### config.mk
export PLATFORM = sky130hd
export DESIGN_NAME = symbol_mapper
export DESIGN_NICKNAME = d
export VERILOG_FILES = /design/src/rtl/mod_pkg.sv /design/src/rtl/word_fifo.sv /design/src/rtl/symbol_mapper.sv
export SDC_FILE = /design/constraint.sdc
export NUM_CORES = 1
export LEC_CHECK = 0
export ABC_AREA = 0
export BUFFER_PORTS_ARGS = -buffer_cell sky130_fd_sc_hd__buf_4
export CORE_MARGIN = 5
export CORE_UTILIZATION = 45
export DETAILED_ROUTE_END_ITERATION = 10
export PLACE_DENSITY_LB_ADDON = 0.3
export SLEW_MARGIN = 20
export SYNTH_ARGS = -nofsm -noshare
export SYNTH_HDL_FRONTEND = slang
export SYNTH_SLANG_ARGS = --single-unit
### constraint.sdc
create_clock -name CLK -period 1.65 [get_ports CLK]
set_input_delay 0.2475 -clock CLK [delete_from_list [all_inputs] [get_ports CLK]]
set_output_delay 0.2475 -clock CLK [all_outputs]
set_load 0.02 [all_outputs]
### src/rtl/mod_pkg.sv
// Shared definitions for the symbol mapper.
// Holds the mode encodings, the unpacker state enum, the 16-QAM Gray
// pair to level-index function and the bits-per-symbol function.
package mod_pkg;

  localparam logic [1:0] MODE_BPSK  = 2'b00;
  localparam logic [1:0] MODE_QPSK  = 2'b01;
  localparam logic [1:0] MODE_QAM16 = 2'b10;

  typedef enum logic {
    ST_IDLE,
    ST_EMIT
  } state_t;

  // Gray pair to ascending level index:
  // 00 -> 0 (-3u), 01 -> 1 (-u), 11 -> 2 (+u), 10 -> 3 (+3u)
  function automatic logic [1:0] gray_to_index(input logic [1:0] pair);
    return {pair[1], pair[1] ^ pair[0]};
  endfunction

  // The reserved mode 11 falls into the 16-QAM branch
  function automatic logic [2:0] bits_per_symbol(input logic [1:0] sel);
    case (sel)
      MODE_BPSK: return 3'd1;
      MODE_QPSK: return 3'd2;
      default:   return 3'd4;
    endcase
  endfunction

endpackage

### src/rtl/word_fifo.sv
// Two-entry circular word FIFO between the S2P stage and the unpacker.
// Ports:
//   CLK, RST     clock and asynchronous active-high reset
//   clear        synchronous empty (flush)
//   push, pop    write / read strobes; push while full is accepted only
//                together with a pop in the same cycle
//   push_word    word to store
//   head_word    oldest stored word
//   full, empty  occupancy flags
module word_fifo #(
  parameter int wordWidth = 4
) (
  input  logic                 CLK,
  input  logic                 RST,
  input  logic                 clear,
  input  logic                 push,
  input  logic                 pop,
  input  logic [wordWidth-1:0] push_word,
  output logic [wordWidth-1:0] head_word,
  output logic                 full,
  output logic                 empty
);

  logic [wordWidth-1:0] mem [2];
  logic                 wr_ptr;
  logic                 rd_ptr;
  logic [1:0]           count;
  logic                 do_push;
  logic                 do_pop;

  assign empty     = (count == 2'd0);
  assign full      = (count == 2'd2);
  assign head_word = mem[rd_ptr];

  // A pop frees the head slot in the same cycle, so a full FIFO can still
  // take a word when it is being read.
  assign do_pop  = pop && !empty;
  assign do_push = push && (!full || do_pop);

  always_ff @(posedge CLK or posedge RST) begin
    if (RST) begin
      mem[0] <= '0;
      mem[1] <= '0;
      wr_ptr <= 1'b0;
      rd_ptr <= 1'b0;
      count  <= 2'd0;
    end else if (clear) begin
      wr_ptr <= 1'b0;
      rd_ptr <= 1'b0;
      count  <= 2'd0;
    end else begin
      if (do_push) begin
        mem[wr_ptr] <= push_word;
        wr_ptr      <= ~wr_ptr;
      end
      if (do_pop) begin
        rd_ptr <= ~rd_ptr;
      end
      case ({do_push, do_pop})
        2'b10:   count <= count + 2'd1;
        2'b01:   count <= count - 2'd1;
        default: count <= count;
      endcase
    end
  end

endmodule

### src/rtl/symbol_mapper.sv
// Symbol mapper: buffers S2P words and unpacks them into BPSK, QPSK or
// Gray-coded 16-QAM I/Q amplitudes on a valid/ready output.
// Ports:
//   CLK, RST   clock and asynchronous active-high reset
//   start      enable; low flushes the block synchronously
//   dataIn     parallel word, MSB is the first serial bit
//   dataValid  one-cycle word strobe from the S2P stage
//   mode       00 BPSK, 01 QPSK, 10/11 16-QAM
//   symReady   downstream accepts the current symbol
//   symValid   iOut/qOut/symLast are valid
//   iOut, qOut signed amplitudes
//   symLast    symbol is the last one of its word
//   overflow   sticky, a word was dropped
//   busy       FIFO, unpacker or output register still occupied
module symbol_mapper
  import mod_pkg::*;
#(
  parameter int wordWidth = 4,
  parameter int ampWidth  = 8,
  parameter int qamUnit   = 32,
  parameter int pskAmp    = 64
) (
  input  logic                 CLK,
  input  logic                 RST,
  input  logic                 start,
  input  logic [wordWidth-1:0] dataIn,
  input  logic                 dataValid,
  input  logic [1:0]           mode,
  input  logic                 symReady,
  output logic                 symValid,
  output logic [ampWidth-1:0]  iOut,
  output logic [ampWidth-1:0]  qOut,
  output logic                 symLast,
  output logic                 overflow,
  output logic                 busy
);

  localparam int CW = $clog2(wordWidth);

  localparam logic signed [ampWidth-1:0] PSK_POS = ampWidth'(pskAmp);
  localparam logic signed [ampWidth-1:0] PSK_NEG = ampWidth'(-pskAmp);
  localparam logic signed [ampWidth-1:0] QAM_M3  = ampWidth'(-3 * qamUnit);
  localparam logic signed [ampWidth-1:0] QAM_M1  = ampWidth'(-qamUnit);
  localparam logic signed [ampWidth-1:0] QAM_P1  = ampWidth'(qamUnit);
  localparam logic signed [ampWidth-1:0] QAM_P3  = ampWidth'(3 * qamUnit);

  function automatic logic [ampWidth-1:0] qam_level(input logic [1:0] index);
    case (index)
      2'd0:    return QAM_M3;
      2'd1:    return QAM_M1;
      2'd2:    return QAM_P1;
      default: return QAM_P3;
    endcase
  endfunction

  // Index of the final symbol in a word; the counter runs down to zero
  function automatic logic [CW-1:0] last_index(input logic [1:0] sel);
    case (sel)
      MODE_BPSK: return CW'(wordWidth - 1);
      MODE_QPSK: return CW'(wordWidth / 2 - 1);
      default:   return CW'(wordWidth / 4 - 1);
    endcase
  endfunction

  state_t               state;
  logic [wordWidth-1:0] shreg;
  logic [1:0]           word_mode;
  logic [CW-1:0]        sym_idx;
  logic [wordWidth-1:0] head_word;
  logic                 fifo_full;
  logic                 fifo_empty;
  logic                 advance;
  logic                 last_sym;
  logic                 pop;
  logic                 push;
  logic                 drop;
  logic [ampWidth-1:0]  sym_i;
  logic [ampWidth-1:0]  sym_q;

  // The output register can take a new symbol when it is empty or its
  // current symbol is being accepted this cycle.
  assign advance  = !symValid || symReady;
  assign last_sym = (sym_idx == '0);

  // Popping on the last symbol of a word keeps the stream gap-free.
  assign pop  = start && !fifo_empty &&
                ((state == ST_IDLE) || (advance && last_sym));
  assign push = start && dataValid && (!fifo_full || pop);
  assign drop = start && dataValid && fifo_full && !pop;

  assign busy = !fifo_empty || (state == ST_EMIT) || symValid;

  word_fifo #(
    .wordWidth(wordWidth)
  ) u_fifo (
    .CLK       (CLK),
    .RST       (RST),
    .clear     (!start),
    .push      (push),
    .pop       (pop),
    .push_word (dataIn),
    .head_word (head_word),
    .full      (fifo_full),
    .empty     (fifo_empty)
  );

  // Map the leading bits of the shift register according to the mode
  // latched with the word.
  always_comb begin
    sym_i = '0;
    sym_q = '0;
    case (word_mode)
      MODE_BPSK: begin
        sym_i = shreg[wordWidth-1] ? PSK_POS : PSK_NEG;
      end
      MODE_QPSK: begin
        sym_i = shreg[wordWidth-1] ? PSK_POS : PSK_NEG;
        sym_q = shreg[wordWidth-2] ? PSK_POS : PSK_NEG;
      end
      default: begin
        sym_i = qam_level(gray_to_index(shreg[wordWidth-1 -: 2]));
        sym_q = qam_level(gray_to_index(shreg[wordWidth-3 -: 2]));
      end
    endcase
  end

  // Unpacker FSM and output register. A pop loads the next word after the
  // emit assignments so it overrides the shift of the finishing word.
  always_ff @(posedge CLK or posedge RST) begin
    if (RST) begin
      state     <= ST_IDLE;
      shreg     <= '0;
      word_mode <= MODE_BPSK;
      sym_idx   <= '0;
      symValid  <= 1'b0;
      iOut      <= '0;
      qOut      <= '0;
      symLast   <= 1'b0;
      overflow  <= 1'b0;
    end else if (!start) begin
      state    <= ST_IDLE;
      symValid <= 1'b0;
      iOut     <= '0;
      qOut     <= '0;
      symLast  <= 1'b0;
      overflow <= 1'b0;
    end else begin
      overflow <= overflow | drop;

      if (state == ST_EMIT && advance) begin
        symValid <= 1'b1;
        iOut     <= sym_i;
        qOut     <= sym_q;
        symLast  <= last_sym;
        shreg    <= shreg << bits_per_symbol(word_mode);
        sym_idx  <= sym_idx - 1'b1;
        if (last_sym && !pop) begin
          state <= ST_IDLE;
        end
      end else if (advance) begin
        symValid <= 1'b0;
      end

      if (pop) begin
        shreg     <= head_word;
        word_mode <= mode;
        sym_idx   <= last_index(mode);
        state     <= ST_EMIT;
      end
    end
  end

endmodule
==> results by group <==
Finish
  – Diode count: 0
  – FILL cells: 300
  – Area Growth Syn to Fin: 18.8%
  – Share of cells above drive strength 1: 28.1%
  – Fin nets: 189

Global route
  – Largest net degree at the start of global routing: 30
  – Initial antenna violation count: 0
  – GRT Total Usage: 14.5%
  – Final global-route overflow total: 0
  – Vias in the first global route: 1,100
  – Global-route wire length before repair: 4960 um

Worst setup path
  – Worst EP required: 1.40 ns
  – Slowest-stage cell, CP: dfrtp_2
  – CP Class: reg2out
  – Worst-path fanout max: 3
  – Worst stage delay on the critical path: 0.41 ns
  – Worst endpoint data arrival time: 1.46 ns
  – R2r setup slk: 0.07 ns
  – Worst R2R End: u_fifo.mem[7]
  – CP bufs+invs: 1
  – Setup crit end kind: output pin
  – Launching point of the worst reg2reg path: u_fifo.count[0]
  – Crit-path leading delay family: simple AND/OR/NAND/NOR gates
  – Cells on worst reg2reg path: 5
  – Worst setup SP type: register
  – Critical Path, Cell by Cell: or2_4, or3_4, buf_6

Synthesis
  – Largest family of logic cells by synthesized area: simple AND/OR/NAND/NOR gates
  – Synth top area cells: dfrtp_1, mux2i_1, mux2_1, buf_4, a21oi_1
  – Post-synthesis adder-cell area fraction: 0.808%
  – Synth Flop Type: dfrtp_1
  – Post-synthesis sequential area ratio: 46.9%
  – Count leader, synth: dfrtp_1
  – Post-Synth Simple-Gate Area: 16.3%
  – Post-synthesis xor/xnor area fraction: 1.13%
  – Post-synthesis compound-gate area fraction: 12.3%
  – Avg Synthesized Cell Area: 10.4 sq um
  – Top cell type's share of synthesized area: 46.9%
  – Async set or reset register ratio after synthesis: 100%
  – Top cells by count, synth: dfrtp_1, nand2_1, a21oi_1, buf_4, mux2i_1
  – Post-synth cell types: 45
  – Post-Synthesis Cells: 149
  – Cell taking the most area after synthesis: dfrtp_1
  – Flop and latch count out of synthesis: 29
  – YS warnings: 0
  – Synthesized area: 0.00155 sq mm
  – Number of synthesized flops with an enable pin: 0
  – Mux contribution to synthesized area: 13.7%

Drt
  – Final WL: 2940 um
  – Number of nets with antenna violations after routing: 0
  – Vias per cell: 5.03
  – Vias: 1,126
  – # DRC: 0
  – DRT Pass-1 Iters: 4
  – First-iteration detailed-routing DRC count: 23
  – Wire length per cell: 13.1 um

CTS
  – H-tree levels: 2
  – Clock-pin slew on the worst setup and hold paths: 0.10 ns
  – CTS root buf: clkbuf_4
  – CTS buffer count: 5
  – Clock sink total: 29
  – Clock Latency Late Sink: 0.33 ns
  – Largest buffer count on any clock path: 2
  – CTS tree: built

STA
  – Crit share post-route: 103%
  – Max Slew Vio Count: 0
  – Setup Skew: 0.0144 ns
  – F_max: 0.587 GHz
  – Final Hold Fails: 0
  – Setup ws final: -0.0546 ns
  – RSZ-0062 raised after global routing: yes
  – Minimum clock period: 1.70 ns
  – # setup viols final: 1
  – WHS: 0.104 ns

Hold path
  – Hold endpoint: sym_idx[1]
  – Worst hold path type: in2reg
  – Hold Crit Depth: 2
  – Worst hold start: mode[0]

Pwr
  – VDD IR max: 0.581 mV
  – P_leak: 0.824 nW
  – Pwr Density: 1140 mW/mm^2

Place
  – Hpwl dp: 2220 um
  – I/O Buffers: 20
  – RD Place Congestion: 0.796
  – Setup WS pre-CTS: -0.0616 ns

Run
  – Max-Cap Viols: 0

Status
  – Violated checks: negative setup slack
  – Status: finished, violations left

Die
  – Initial core utilization: 46.4%
  – DIE AREA: 0.00471 sq mm
  – Rows: 21
  – Die Y: 68.6 um
  – Core area: 0.00334 sq mm
  – I/O Pins: 31
  – Die width: 68.6 um
per-layer routing:
| layer | track usage [%] | wire, um |
|---|---|---|
| met1 | 16.7 | 1300 |
| met2 | 24.2 | 1360 |
| met3 | 3.89 | 211 |
| met4 | 8.19 | 70 |
| met5 | 0 | 0 |
area by class of cell:
cell class / count / area (sq um) / share of cell area [%]
flip-flops and latches: 29 / 728 / 39.6
well taps: 46 / 57.6 / 3.13
inverters: 8 / 30.0 / 1.63
clock inverters: 2 / 10.0 / 0.544
clock buffers: 6 / 41.3 / 2.24
repair buffers: 28 / 216 / 11.8
multi-input cells: 105 / 756 / 41.1
power breakdown:
group | total, mW | internal [mW] | switching, mW
sequential | 1.01 | 0.868 | 0.144
combinational | 0.672 | 0.333 | 0.340
clock | 0.409 | 0.162 | 0.247
registers in the layout (all words and copies together), names as in the netlist, 2 cells and up:
| signal | cells |
|---|---|
| u_fifo.count | 2 |
| qOut | 2 |
| word_mode | 2 |
| iOut | 3 |
| shreg | 4 |
| u_fifo.mem | 8 |
| sym_idx | 2 |
cell families (layout without fill, tap and decap cells):
kind of cell | Yosys count | after routing
muxes | 20 | 20
buffers and inverters | 24 | 44
xor gates and xnor gates | 2 | 2
other | 1 | 10
AOI/OAI and AO/OA | 28 | 28
adders and majority gates | 1 | 1
and+or+nand+nor | 44 | 44
DFF | 29 | 29
cell usage in the layout (no fill, tap or decap), types with 2 or more instances in the layout:
cell type,instances
dfrtp_1,27
buf_4,26
nand2_1,12
a21oi_1,11
mux2i_1,10
conb_1,10
nor2_1,9
mux2_1,8
inv_1,7
o21ai_0,5
clkbuf_4,5
nor3_1,4
nor3_4,2
nand3_1,2
mux2_2,2
and2_1,2
xnor2_1,2
clkinv_2,2
dfrtp_2,2
per-stage QoR:
step	TNS [ns]	cells	utilization [%]	total power, mW	area [sq um]
after floorplan	0	158	-	1.48	1580
after global placement	0	213	51.7	1.62	1720
after detailed placement	-0.278	213	51.7	1.65	1720
after CTS	-0.0774	224	54.7	2.09	1820
after global routing	-0.102	224	55.1	2.24	1840
final	-0.0546	224	55.1	2.09	1840
worst max-delay path by stage:
| stage | from | to | slack (ns) | depth (start not counted) |
|---|---|---|---|---|
| detailed placement | sym_idx[0] | u_fifo.mem[7] | -0.06 | 5 |
| global placement | sym_idx[0] | u_fifo.mem[4] | 0.03 | 5 |
| CTS | u_fifo.count[1] | busy | -0.08 | 3 |
| finish | u_fifo.count[0] | busy | -0.05 | 3 |
| global route | u_fifo.count[0] | busy | -0.10 | 3 |
| floorplan | sym_idx[0] | word_mode[0] | 0.11 | 5 |
timing repair:
| action | 4_1_cts | 5_1_grt |
|---|---|---|
| hold buffers | 1 | 0 |
| gates cloned | 0 | 0 |
| endpoints found under the hold margin | 29 | 0 |
| endpoints found under the setup margin | 9 | 10 |
| resized for setup | 7 | 2 |
| pin swaps | 1 | 2 |
| buffers inserted | 2 | 0 |
Power figures use the tool's default switching activity.
